===== src/rtl/imem_stream_loader.sv =====
// Instruction-memory loader: parses a host byte stream (count, words, checksum)
// and writes 16-bit words into instruction memory while holding the processor.
module imem_stream_loader #(
  parameter logic [31:0] BASE_ADDR = 32'h0000_0000,
  parameter int          MEM_WORDS = 1024
) (
  input  logic        clk,
  input  logic        rst,
  input  logic        start,
  input  logic [7:0]  byte_in,
  input  logic        byte_valid,
  output logic        byte_ready,
  output logic        write_enable,
  output logic [31:0] write_addr,
  output logic [15:0] write_data,
  output logic        cpu_hold,
  output logic        load_done,
  output logic        load_error
);

  typedef enum logic [2:0] {
    IDLE, CNT_HI, CNT_LO, DATA_HI, DATA_LO, CHECK, DONE, ERROR
  } state_t;

  localparam logic [31:0] MAX_WORDS = 32'(MEM_WORDS);

  state_t      state_reg;
  logic [15:0] count_reg;
  logic [31:0] index_reg;
  logic [7:0]  hi_reg;
  logic [7:0]  xor_reg;

  logic        accept;
  logic [15:0] count_full;
  logic [31:0] last_index;

  assign accept     = byte_valid && byte_ready;
  assign count_full = {count_reg[15:8], byte_in};
  // Only consulted in DATA_LO, where the count is known to be non-zero.
  assign last_index = {16'd0, count_reg} - 32'd1;

  always_ff @(posedge clk or negedge rst) begin
    if (!rst) begin
      state_reg    <= IDLE;
      count_reg    <= '0;
      index_reg    <= '0;
      hi_reg       <= '0;
      xor_reg      <= '0;
      byte_ready   <= 1'b0;
      write_enable <= 1'b0;
      write_addr   <= '0;
      write_data   <= '0;
      cpu_hold     <= 1'b0;
      load_done    <= 1'b0;
      load_error   <= 1'b0;
    end else begin
      write_enable <= 1'b0;
      case (state_reg)
        IDLE, DONE, ERROR: begin
          if (start) begin
            state_reg  <= CNT_HI;
            byte_ready <= 1'b1;
            cpu_hold   <= 1'b1;
            load_done  <= 1'b0;
            load_error <= 1'b0;
            xor_reg    <= '0;
          end
        end
        CNT_HI: begin
          if (accept) begin
            count_reg[15:8] <= byte_in;
            xor_reg         <= xor_reg ^ byte_in;
            state_reg       <= CNT_LO;
          end
        end
        CNT_LO: begin
          if (accept) begin
            count_reg <= count_full;
            xor_reg   <= xor_reg ^ byte_in;
            index_reg <= '0;
            // An oversize count aborts at once; its checksum byte is never taken.
            if ({16'd0, count_full} > MAX_WORDS) begin
              state_reg  <= ERROR;
              byte_ready <= 1'b0;
              load_error <= 1'b1;
            end else if (count_full == 16'd0) begin
              state_reg <= CHECK;
            end else begin
              state_reg <= DATA_HI;
            end
          end
        end
        DATA_HI: begin
          if (accept) begin
            hi_reg    <= byte_in;
            xor_reg   <= xor_reg ^ byte_in;
            state_reg <= DATA_LO;
          end
        end
        DATA_LO: begin
          if (accept) begin
            write_enable <= 1'b1;
            write_addr   <= BASE_ADDR + index_reg;
            write_data   <= {hi_reg, byte_in};
            index_reg    <= index_reg + 32'd1;
            xor_reg      <= xor_reg ^ byte_in;
            state_reg    <= (index_reg == last_index) ? CHECK : DATA_HI;
          end
        end
        CHECK: begin
          if (accept) begin
            byte_ready <= 1'b0;
            if (byte_in == xor_reg) begin
              state_reg <= DONE;
              cpu_hold  <= 1'b0;
              load_done <= 1'b1;
            end else begin
              state_reg  <= ERROR;
              load_error <= 1'b1;
            end
          end
        end
        default: begin
          state_reg  <= IDLE;
          byte_ready <= 1'b0;
        end
      endcase
    end
  end

endmodule


===== config.mk =====
export PLATFORM = sky130hd
export DESIGN_NAME = imem_stream_loader
export DESIGN_NICKNAME = d
export VERILOG_FILES = /design/src/rtl/imem_stream_loader.sv
export SDC_FILE = /design/constraint.sdc
export NUM_CORES = 1
export LEC_CHECK = 0
export ABC_AREA = 1
export BUFFER_PORTS_ARGS = -buffer_cell sky130_fd_sc_hd__buf_2
export CORE_ASPECT_RATIO = 0.75
export CORE_MARGIN = 2
export CORE_UTILIZATION = 50
export DETAILED_ROUTE_END_ITERATION = 7
export HOLD_SLACK_MARGIN = 0.08
export PLACE_DENSITY = 0.72
export SETUP_SLACK_MARGIN = 0.15
export SLEW_MARGIN = 10
export SYNTH_ARGS = -nofsm -noshare
export SYNTH_HDL_FRONTEND = slang
export SYNTH_SLANG_ARGS = --single-unit

===== constraint.sdc =====
create_clock -name clk -period 2 [get_ports clk]
set_clock_uncertainty 0.2 [all_clocks]
set_input_delay 0.5 -clock clk [delete_from_list [all_inputs] [get_ports clk]]
set_output_delay 0.5 -clock clk [all_outputs]
set_load 0.05 [all_outputs]

**Word-level counts from Yosys, hierarchy flattened**

Index checks and enable logic that the tools add are counted.

- Output and inout bits: 53
- Bits in registers: 120
- Input bits: 12

- Mux-type cells: 38
- Magnitude comparators: 1
- Equality and inequality tests: 19
- $add $sub $neg: 2
- Reduce and logical (&&, ||, !) cells: 19
- Bitwise gates (word level): 2

Operators with widths:

| kind | number |
|---|---|
| 2-to-1 mux 32 bit | 2 |
| one-hot mux 32 bit (2 select lines) | 1 |
| adder 32 x 1 -> 32 bit, second input constant | 1 |
| equality test 32 bit | 1 |
| one-hot mux 8 bit (2 select lines) | 2 |
| 2-to-1 mux 3 bit | 9 |
| 2-to-1 mux 8 bit | 3 |
| inequality test 2 bit, second input constant | 9 |
| one-hot mux 3 bit (6 select lines) | 1 |
| subtractor 16 x 1 -> 17 bit, second input constant | 1 |
| greater-than comparator 16 x 11 -> 1 bit, second input constant | 1 |
| zero test 16 bit | 1 |
| 2-to-1 mux 1 bit | 16 |
| equality test 3 bit, second input constant | 4 |
| AND reduction 6 bit | 2 |
| AND reduction 3 bit | 3 |
| equality test 8 bit | 1 |
| XOR 8 bit | 1 |
| equality test 3 x 2 -> 1 bit, second input constant | 2 |
| one-hot mux 1 bit (3 select lines) | 2 |
| AND reduction 2 bit | 3 |
| nonzero test 2 bit | 3 |
| AND reduction 5 bit | 1 |
| one-hot mux 1 bit (2 select lines) | 2 |
| other kinds (9) | 9 |

**Longest topological paths before layout**

Gate-level depths: netlist of run 1.

- Depth after elaboration: 5
- Mapped depth: 16

**Worst setup path before layout of run 1**

OpenSTA, ideal clock, no wires.

- Path kind: register -> register
- Start point: reg byte_ready
- End point: reg index_reg[20]
- Setup slack: -0.134 ns
- Setup time: 0.123 ns
- Arrival: 1.811 ns
- Clock period less this slack: 2.134 ns
- Data required time: 1.677 ns
- Path buffers: 0
- Cell stages (with the launch flop): 12
- Path through: dfrtp_1 nand2_1 inv_1 nand2_2 nand2_4 nand3_1 nor2_1 nand2_1 inv_1 nand4_1 o21ai_0 a21oi_1

- Word-level cells in the longest chain between the ends: 3
- Elaborated cells between the ends (all ways): 4
- Those cells by class: eq/ne (2); reduce/logical (2)

Ends and longest elaborated chain:

| what | RTL line | source |
|---|---|---|
| start: declaration | 12 | `output logic byte_ready,` |
| start signal: assignment | 49 | `byte_ready <= 1'b0;` |
| start signal: assignment | 62 | `byte_ready <= 1'b1;` |
| start signal: assignment | 84 | `byte_ready <= 1'b0;` |
| logical AND 1 bit (*) | 37 | `assign accept = byte_valid && byte_ready;` |
| inequality test 2 bit (no source line) | -- |  |
| AND reduction 3 bit (no source line) (*) | -- |  |
| end signal: assignment | 105 | `index_reg <= index_reg + 32'd1;` |
| end: declaration | 29 | `logic [31:0] index_reg;` |

Mark *: on every way between the ends. The rest lies on a longest branch, timed or not.
A chain may end at the register's enable or synchronous reset.

**Final worst setup path of run 1**

- Start point: reg count_reg[2]
- End point: reg state_reg[1]

- Word-level cells in the longest chain between the ends: 5

Ends and longest elaborated chain:

| what | RTL line | source |
|---|---|---|
| start: declaration | 28 | `logic [15:0] count_reg;` |
| start signal: assignment | 78 | `count_reg <= count_full;` |
| subtractor 16 x 1 -> 17 bit | 40 | `assign last_index = {16'd0, count_reg} - 32'd1;` |
| equality test 32 bit | 107 | `state_reg <= (index_reg == last_index) ? CHECK : DATA_HI;` |
| 2-to-1 mux 3 bit | 107 |  |
| 2-to-1 mux 3 bit | 101 | `if (accept) begin` |
| one-hot mux 3 bit (6 select lines) | 58 | `case (state_reg)` |
| end signal: assignment | 107 |  |
| end: declaration | 27 | `state_t state_reg;` |

Every way passes these cells. The select of a mux whose other input is x is not followed.

==> run summary, run 1 <==
Failing checks -> negative setup slack
Pre-antenna DRT Iters -> 5
Top-Level Pins -> 65
Area leader, netlist -> dfrtp_1
Average size of a mapped cell -> 7.41 um^2
Routed via count -> 7177
CTS Sinks -> 120
Most numerous cell in the Yosys netlist -> nand2_1
GPL Wtd Cong -> 1.00
Clk buf depth -> 2
Peak VDD IR -> 592 uV
Final Total Pwr -> 0.00614 W
CTS Buf Count -> 17
CP endpoint kind -> flip-flop
Ratio of cells with drive above 1 in the final layout -> 39.0%
Yosys warns -> 0
Final number of setup-violating endpoints -> 11
Worst-Margin Slew -> 0.437 ns
Final std cells w/o fill -> 1274
Max-slew violations -> 0
Mapped Nets -> 886
Top_reg_cell synth -> dfrtp_1
Critical path arrival -> 2.25 ns
Wire per inst -> 17.9 um
Status -> finished, violations left
CTS tree -> done
Post-synth ARST share -> 100%
Number of global-route vias before repair -> 6352
Antenna Nets Post-Route -> 0
Slowest cell on crit path -> dfrtp_1
Max-slew headroom -> 70.9%
Aggregate global-route resource usage -> 30.3%
Synth top area share -> 46.5%
Bufs and invs on worst path -> 1
Die Ht -> 102 um
Placed Instances -> 1186
Area delta synth->final -> 52.3%
PortBufs -> 64
Die width -> 135 um
Post-synth EDFFs -> 0
Placement row count -> 35
LEAKAGE -> 5.05 nW
CP required -> 2.12 ns
DRC Markers -> 0
Root buffer cell -> clkbuf_16
Most common cell on crit path -> nand2_1
WS Path Type -> flip-flop to flip-flop
Dpl ws -> -0.181 ns
Final wirelength -> 22800 um
Min Tclk post-route -> 2.13 ns
Worst-skew pair later-pin latency -> 0.42 ns
First DRT Iteration DRCs -> 757
Core area -> 0.0124 mm^2
Seq/Total Area, Yosys -> 46.5%
Hold Vio Cnt, Final -> 0
Total grt overflow -> 0
Pin count of the biggest net entering global routing -> 47
Final period util -> 106%
P per Cell Area -> 624 mW/mm^2
H-tree levels -> 4
Synthesized instance count -> 872
CTS clk-pin slew, worst paths -> 0.06 ns
Max Cap Violations -> 0
Initial antenna violation count -> 0
Achievable frequency -> 470 MHz
CP cell instances -> buf_6, nor2_4, nand2_4, nor2_4, nand2_1, nand3_1, nand2_1, nor2_1, nand2_1, nor2_2, nand2_1, nand2_1, nand2_1, nand2_1, nand2_1
Hold Path Class -> flip-flop to flip-flop
Max incr delay on CP -> 0.41 ns
Synth area leaders -> dfrtp_1 (46%), nand2_1 (15%), o21ai_0 (7.0%)
ANT cells -> 0
Worst Setup Slack, final -> -0.128 ns
Mapped Area -> 0.00646 mm^2
Setup TNS -> -0.853 ns
Initial core utilization -> 52.0%
Vias/cell -> 5.63
Unique masters post-synth -> 42
First-pass GRT wire length -> 32300 um
Worst-path fanout max -> 7
Nets -> 1109
Most frequent cells after synthesis -> nand2_1 (264), dfrtp_1 (120), inv_1 (96)
Yosys reg bits -> 120
Fin util -> 79.1%
RSZ-0062 raised after global routing -> true
Die area -> 0.0139 mm^2
Hpwl dp -> 13300 um
Startpoint class of the critical path -> flip-flop
Worst path top cell family by delay -> simple AND/OR/NAND/NOR gates
## power by group
group / internal, W / total, W / switching [W]
combinational: 0.0000454 / 0.000143 / 0.0000981
clock: 0.00240 / 0.00357 / 0.00117
sequential: 0.00243 / 0.00243 / 0.000000997
total: 0.00487 / 0.00614 / 0.00127
## per-layer routing
layer | routed length [um] | global-route usage, % | up-vias | share of wire [%]
li1 | - | - | 3279 | -
met1 | 9460 | 43.7 | 3420 | 42
met2 | 10300 | 45.8 | 402 | 45
met3 | 2230 | 6.99 | 76 | 9.8
met4 | 716 | 9.38 | 0 | 3.1
met5 | 0 | 0 | - | 0
## area by class of cell
class	count	area [um^2]
clock buffers	20	457
clock inverters	12	221
fillers	762	2590
inverters	98	388
multi-input cells	631	3790
flip-flops and latches	120	3020
well taps	166	208
repair buffers	227	1750
## stage by stage
stage,hold slack (ns),area (um^2)
floorplan,0.00441,6490
global placement,0.252,7790
finish,0.270,9840
CTS,0.224,9080
detailed placement,0.259,7790
global route,0.293,9840
## cell families after synthesis
kind of cell | Yosys count | share of synthesized area [%]
AND/OR/NAND/NOR | 483 | 32.8
buffers and inverters | 122 | 7.32
AO/OA/AOI/OAI | 121 | 9.58
flip-flops | 120 | 46.5
XOR/XNOR | 18 | 2.44
multiplexers | 6 | 1.05
adder cells (fa/ha/maj) | 2 | 0.387
## what timing repair did
item                       4_1_cts  5_1_grt
resized for setup              115      135
pin swaps                       42       55
setup endpoints to repair       37       65
hold endpoints to repair        26        0
gates cloned                     1        1
hold buffers                     1        0
buffers inserted                21       32
## cells in the final DEF, fill, tap and decap left out, types with 3 or more instances in the layout
master	instances
o21ai_0	73
bufinv_16	6
nor4_4	9
nor4_2	3
nor2_1	55
dfrtp_2	15
nand3_1	35
nor3_2	5
nand3_4	3
buf_12	8
nor2_4	28
mux2_4	6
xnor2_1	10
inv_1	76
buf_4	132
clkinvlp_4	7
nor2_2	19
dfrtp_1	105
nand2_4	13
nand2_2	15
a21oi_2	6
a21oi_1	16
nand2_1	237
nand4_1	27
o21ai_1	13
buf_2	63
nor3_1	9
o21ai_2	5
xor2_1	6
inv_2	16
clkbuf_16	18
nand3_2	10
nand3b_1	4
buf_6	21
## path summary, 6_finish.rpt
kind                              startpoint             end  slack [ns]  depth (start not counted)
worst max-delay path            count_reg[2]    state_reg[1]       -0.13                         15
worst min-delay path               hi_reg[4]  write_data[12]        0.27                          2
worst max register to register  count_reg[2]    state_reg[1]       -0.13                         15
worst min register to register     hi_reg[4]  write_data[12]        0.27                          2
max in group asynchronous                rst  write_data[13]        0.68                          3
min in group asynchronous                rst      xor_reg[5]        0.36                          2
## tightest hold or removal path, stage by stage, from the launching register on
cell,delay [ns]
dfrtp_1,0.34
nand2_1,0.05
nand2_1,0.05
No activity file was read; power rests on OpenSTA's default activity.
==> run 2, diff against run 1 <==
Settings changed: ABC_AREA 1 to unset.
==> run 2 against run 1 <==
Net effect:
- the flow still finishes with violations (negative setup slack)
- combinational power grew to 41 times the previous value
- worst hold slack got worse by 0.053 ns
- design area decreased by 8.0%
- global-route usage down 0.89 points
- highest routed layer unchanged
- final cell count fell by 25%
- core utilization decreased by 1.2 points
- critical path depth is 8 lower
- via count shrank 23%
==> run summary, run 2 <==
Average size of a mapped cell -> 10.5 um^2 (+41%)
RSZ-0062 raised after global routing -> true
DRC Markers -> 0 (unchanged)
Die width -> 130 um (-3.7%)
Critical path arrival -> 2.74 ns (+0.49 ns)
ANT cells -> 0 (unchanged)
Max-slew violations -> 0 (unchanged)
Placed Instances -> 892 (-25%)
Slowest cell on crit path -> or4b_4
Total grt overflow -> 0 (unchanged)
Failing checks -> negative setup slack
GPL Wtd Cong -> 0.914 (-8.9%)
Worst-Margin Slew -> 0.597 ns (+0.160 ns)
Wire per inst -> 19.7 um (+10%)
Top_reg_cell synth -> dfrtp_1
Yosys reg bits -> 120 (unchanged)
Area delta synth->final -> 51.4%
Final wirelength -> 18800 um (-17%)
CP cell instances -> nor4_2, a21oi_1, or4b_4, a2111oi_4, o2111ai_2, o311ai_1, and2_1
CTS Buf Count -> 17 (unchanged)
Worst-path fanout max -> 2 (-5)
Pre-antenna DRT Iters -> 5 (unchanged)
Area leader, netlist -> dfrtp_1
Antenna Nets Post-Route -> 0 (unchanged)
Initial core utilization -> 51.5% (-0.48 points)
Hpwl dp -> 11500 um (-13%)
Most frequent cells after synthesis -> dfrtp_1 (120), mux2_2 (70), nand2_1 (51)
Ratio of cells with drive above 1 in the final layout -> 47.8% (+8.8 points)
Top-Level Pins -> 65 (unchanged)
Pin count of the biggest net entering global routing -> 35 (-26%)
Max incr delay on CP -> 0.56 ns (+0.15 ns)
Vias/cell -> 5.79 (+2.8%)
Core area -> 0.0116 mm^2 (-6.6%)
PortBufs -> 64 (unchanged)
Worst-skew pair later-pin latency -> 0.42 ns (about the same)
Aggregate global-route resource usage -> 29.4% (-0.89 points)
Dpl ws -> -0.575 ns (-0.393 ns)
Hold Path Class -> input port to flip-flop
LEAKAGE -> 4.29 nW (-15%)
Post-synth EDFFs -> 0 (unchanged)
Hold Vio Cnt, Final -> 0 (unchanged)
Unique masters post-synth -> 56 (+33%)
Synth top area share -> 50.2% (+3.8 points)
Peak VDD IR -> 901 uV (+52%)
Max Cap Violations -> 0 (unchanged)
Achievable frequency -> 386 MHz (-18%)
Clk buf depth -> 2 (unchanged)
Max-slew headroom -> 59.7% (-11 points)
Mapped Area -> 0.00598 mm^2 (-7.5%)
Nets -> 794 (-28%)
WS Path Type -> flip-flop to flip-flop
Root buffer cell -> clkbuf_16
Die area -> 0.0129 mm^2 (-7.2%)
Final Total Pwr -> 0.0126 W (+110%)
Yosys warns -> 0 (unchanged)
Final number of setup-violating endpoints -> 65 (+54)
Final period util -> 129% (+23 points)
Area of placed instances -> 0.00780 mm^2 (about the same)
H-tree levels -> 4 (unchanged)
Most numerous cell in the Yosys netlist -> dfrtp_1
Synth area leaders -> dfrtp_1 (50%), mux2_2 (13%), xnor2_1 (4.1%)
Worst Setup Slack, final -> -0.588 ns (-0.459 ns)
Number of global-route vias before repair -> 5569 (-12%)
First DRT Iteration DRCs -> 473 (-38%)
Final std cells w/o fill -> 955 (-25%)
CTS Sinks -> 120 (unchanged)
Min Tclk post-route -> 2.59 ns (+0.459 ns)
Fin util -> 78.0% (-1.2 points)
Placement row count -> 34 (-2.9%)
CP endpoint kind -> flip-flop
Startpoint class of the critical path -> flip-flop
Synthesized instance count -> 572 (-34%)
Status -> finished, violations left
CTS tree -> done
P per Cell Area -> 1400 mW/mm^2 (+120%)
Initial antenna violation count -> 0 (unchanged)
Mapped Nets -> 586 (-34%)
Commonest non-fill, non-tap cell in the layout -> dfrtp_1
Seq/Total Area, Yosys -> 50.2% (+3.8 points)
Die Ht -> 98.7 um (-3.7%)
Most frequent cells in the layout -> dfrtp_1 (119), buf_4 (118), buf_2 (62)
First-pass GRT wire length -> 28800 um (-11%)
Post-synth ARST share -> 100% (unchanged)
Routed via count -> 5530 (-23%)
CTS clk-pin slew, worst paths -> 0.06 ns (about the same)
CP required -> 2.16 ns (+0.04 ns)
Final instance area -> 0.00905 mm^2 (-8.0%)
Number of fill cells -> 688 (-9.7%)
==> run 2: cell types whose count changed in the layout (fill, tap and decap cells not counted), sizes merged, moves of 15 or more <==
cell   change
nand3     -25
mux2      +64
nand2    -216
xnor2     +16
nand4     -17
xor2      +15
o21ai     -49
inv       -80
nor2      -57
==> run 2: stage by stage <==
stage	setup TNS [ns]	hold slack, ns
6_report	-6.17	0.217
5_1_grt	-12.03	0.269
4_1_cts	-3.73	0.234
3_5_place_dp	-12.47	0.275
3_3_place_gp	-11.03	0.275
2_1_floorplan	-3.30	0.00441
==> run 2: kinds of logic (layout without fill, tap and decap cells) <==
| family | count (synthesis) | in the layout | share of synthesized area, % |
|---|---|---|---|
| and+or+nand+nor | 192 | 194 | 16.1 |
| DFF | 120 | 120 | 50.2 |
| AOI/OAI and AO/OA | 88 | 88 | 9.00 |
| muxes | 74 | 74 | 13.9 |
| xor gates and xnor gates | 49 | 49 | 7.18 |
| buffers and inverters | 47 | 266 | 3.20 |
| adders and majority gates | 2 | 2 | 0.418 |
==> run 2: critical path: cells and delay by family (launching register included) <==
| kind | cells | cell delay, ns |
|---|---|---|
| and+or+nand+nor | 3 | 1.04 |
| AOI/OAI and AO/OA | 4 | 0.89 |
| DFF | 1 | 0.39 |
==> run 2: power by group <==
| group | leakage [nW] | switching [W] | internal, W |
|---|---|---|---|
| registers | 1.57 | 0.000474 | 0.00304 |
| logic | 2.43 | 0.00323 | 0.00270 |
| clock network | 0.291 | 0.00119 | 0.00201 |
==> run 2: what timing repair did <==
action	4_1_cts	5_1_grt
setup endpoints to repair	88	112
endpoints found under the hold margin	24	0
pin swaps	13	16
gates cloned	5	0
resized for setup	38	36
setup buffers	12	13
hold buffers	1	0
==> run 2: cell type report <==
class	instances	area, um^2	area share (%)
Clock buffer	20	447	4.93
Multi-Input combinational cell	407	3340	36.9
Inverter	12	45.0	0.498
Sequential cell	120	3000	33.2
Tap cell	162	203	2.24
Timing Repair Buffer	222	1850	20.5
Clock inverter	12	166	1.84
==> run 2: path summary, 6_finish.rpt <==
kind / depth (start not counted) / from / to / slack [ns]
max in group asynchronous: 3 / rst / xor_reg[4] / 0.57
worst min register to register: 1 / xor_reg[1] / xor_reg[1] / 0.29
worst max register to register: 7 / count_reg[9] / state_reg[2] / -0.59
worst min-delay path: 3 / start / byte_ready / 0.22
min in group asynchronous: 2 / rst / write_addr[10] / 0.38
worst max-delay path: 7 / count_reg[9] / state_reg[2] / -0.59
==> run 2: metal layers <==
layer / up-vias / part of all wire (%) / global-route usage (%)
met5: - / 0 / 0
met4: 0 / 2.2 / 8.85
met3: 51 / 7.5 / 6.41
met2: 270 / 47 / 45.4
met1: 2760 / 43 / 41.8
li1: 2449 / - / -
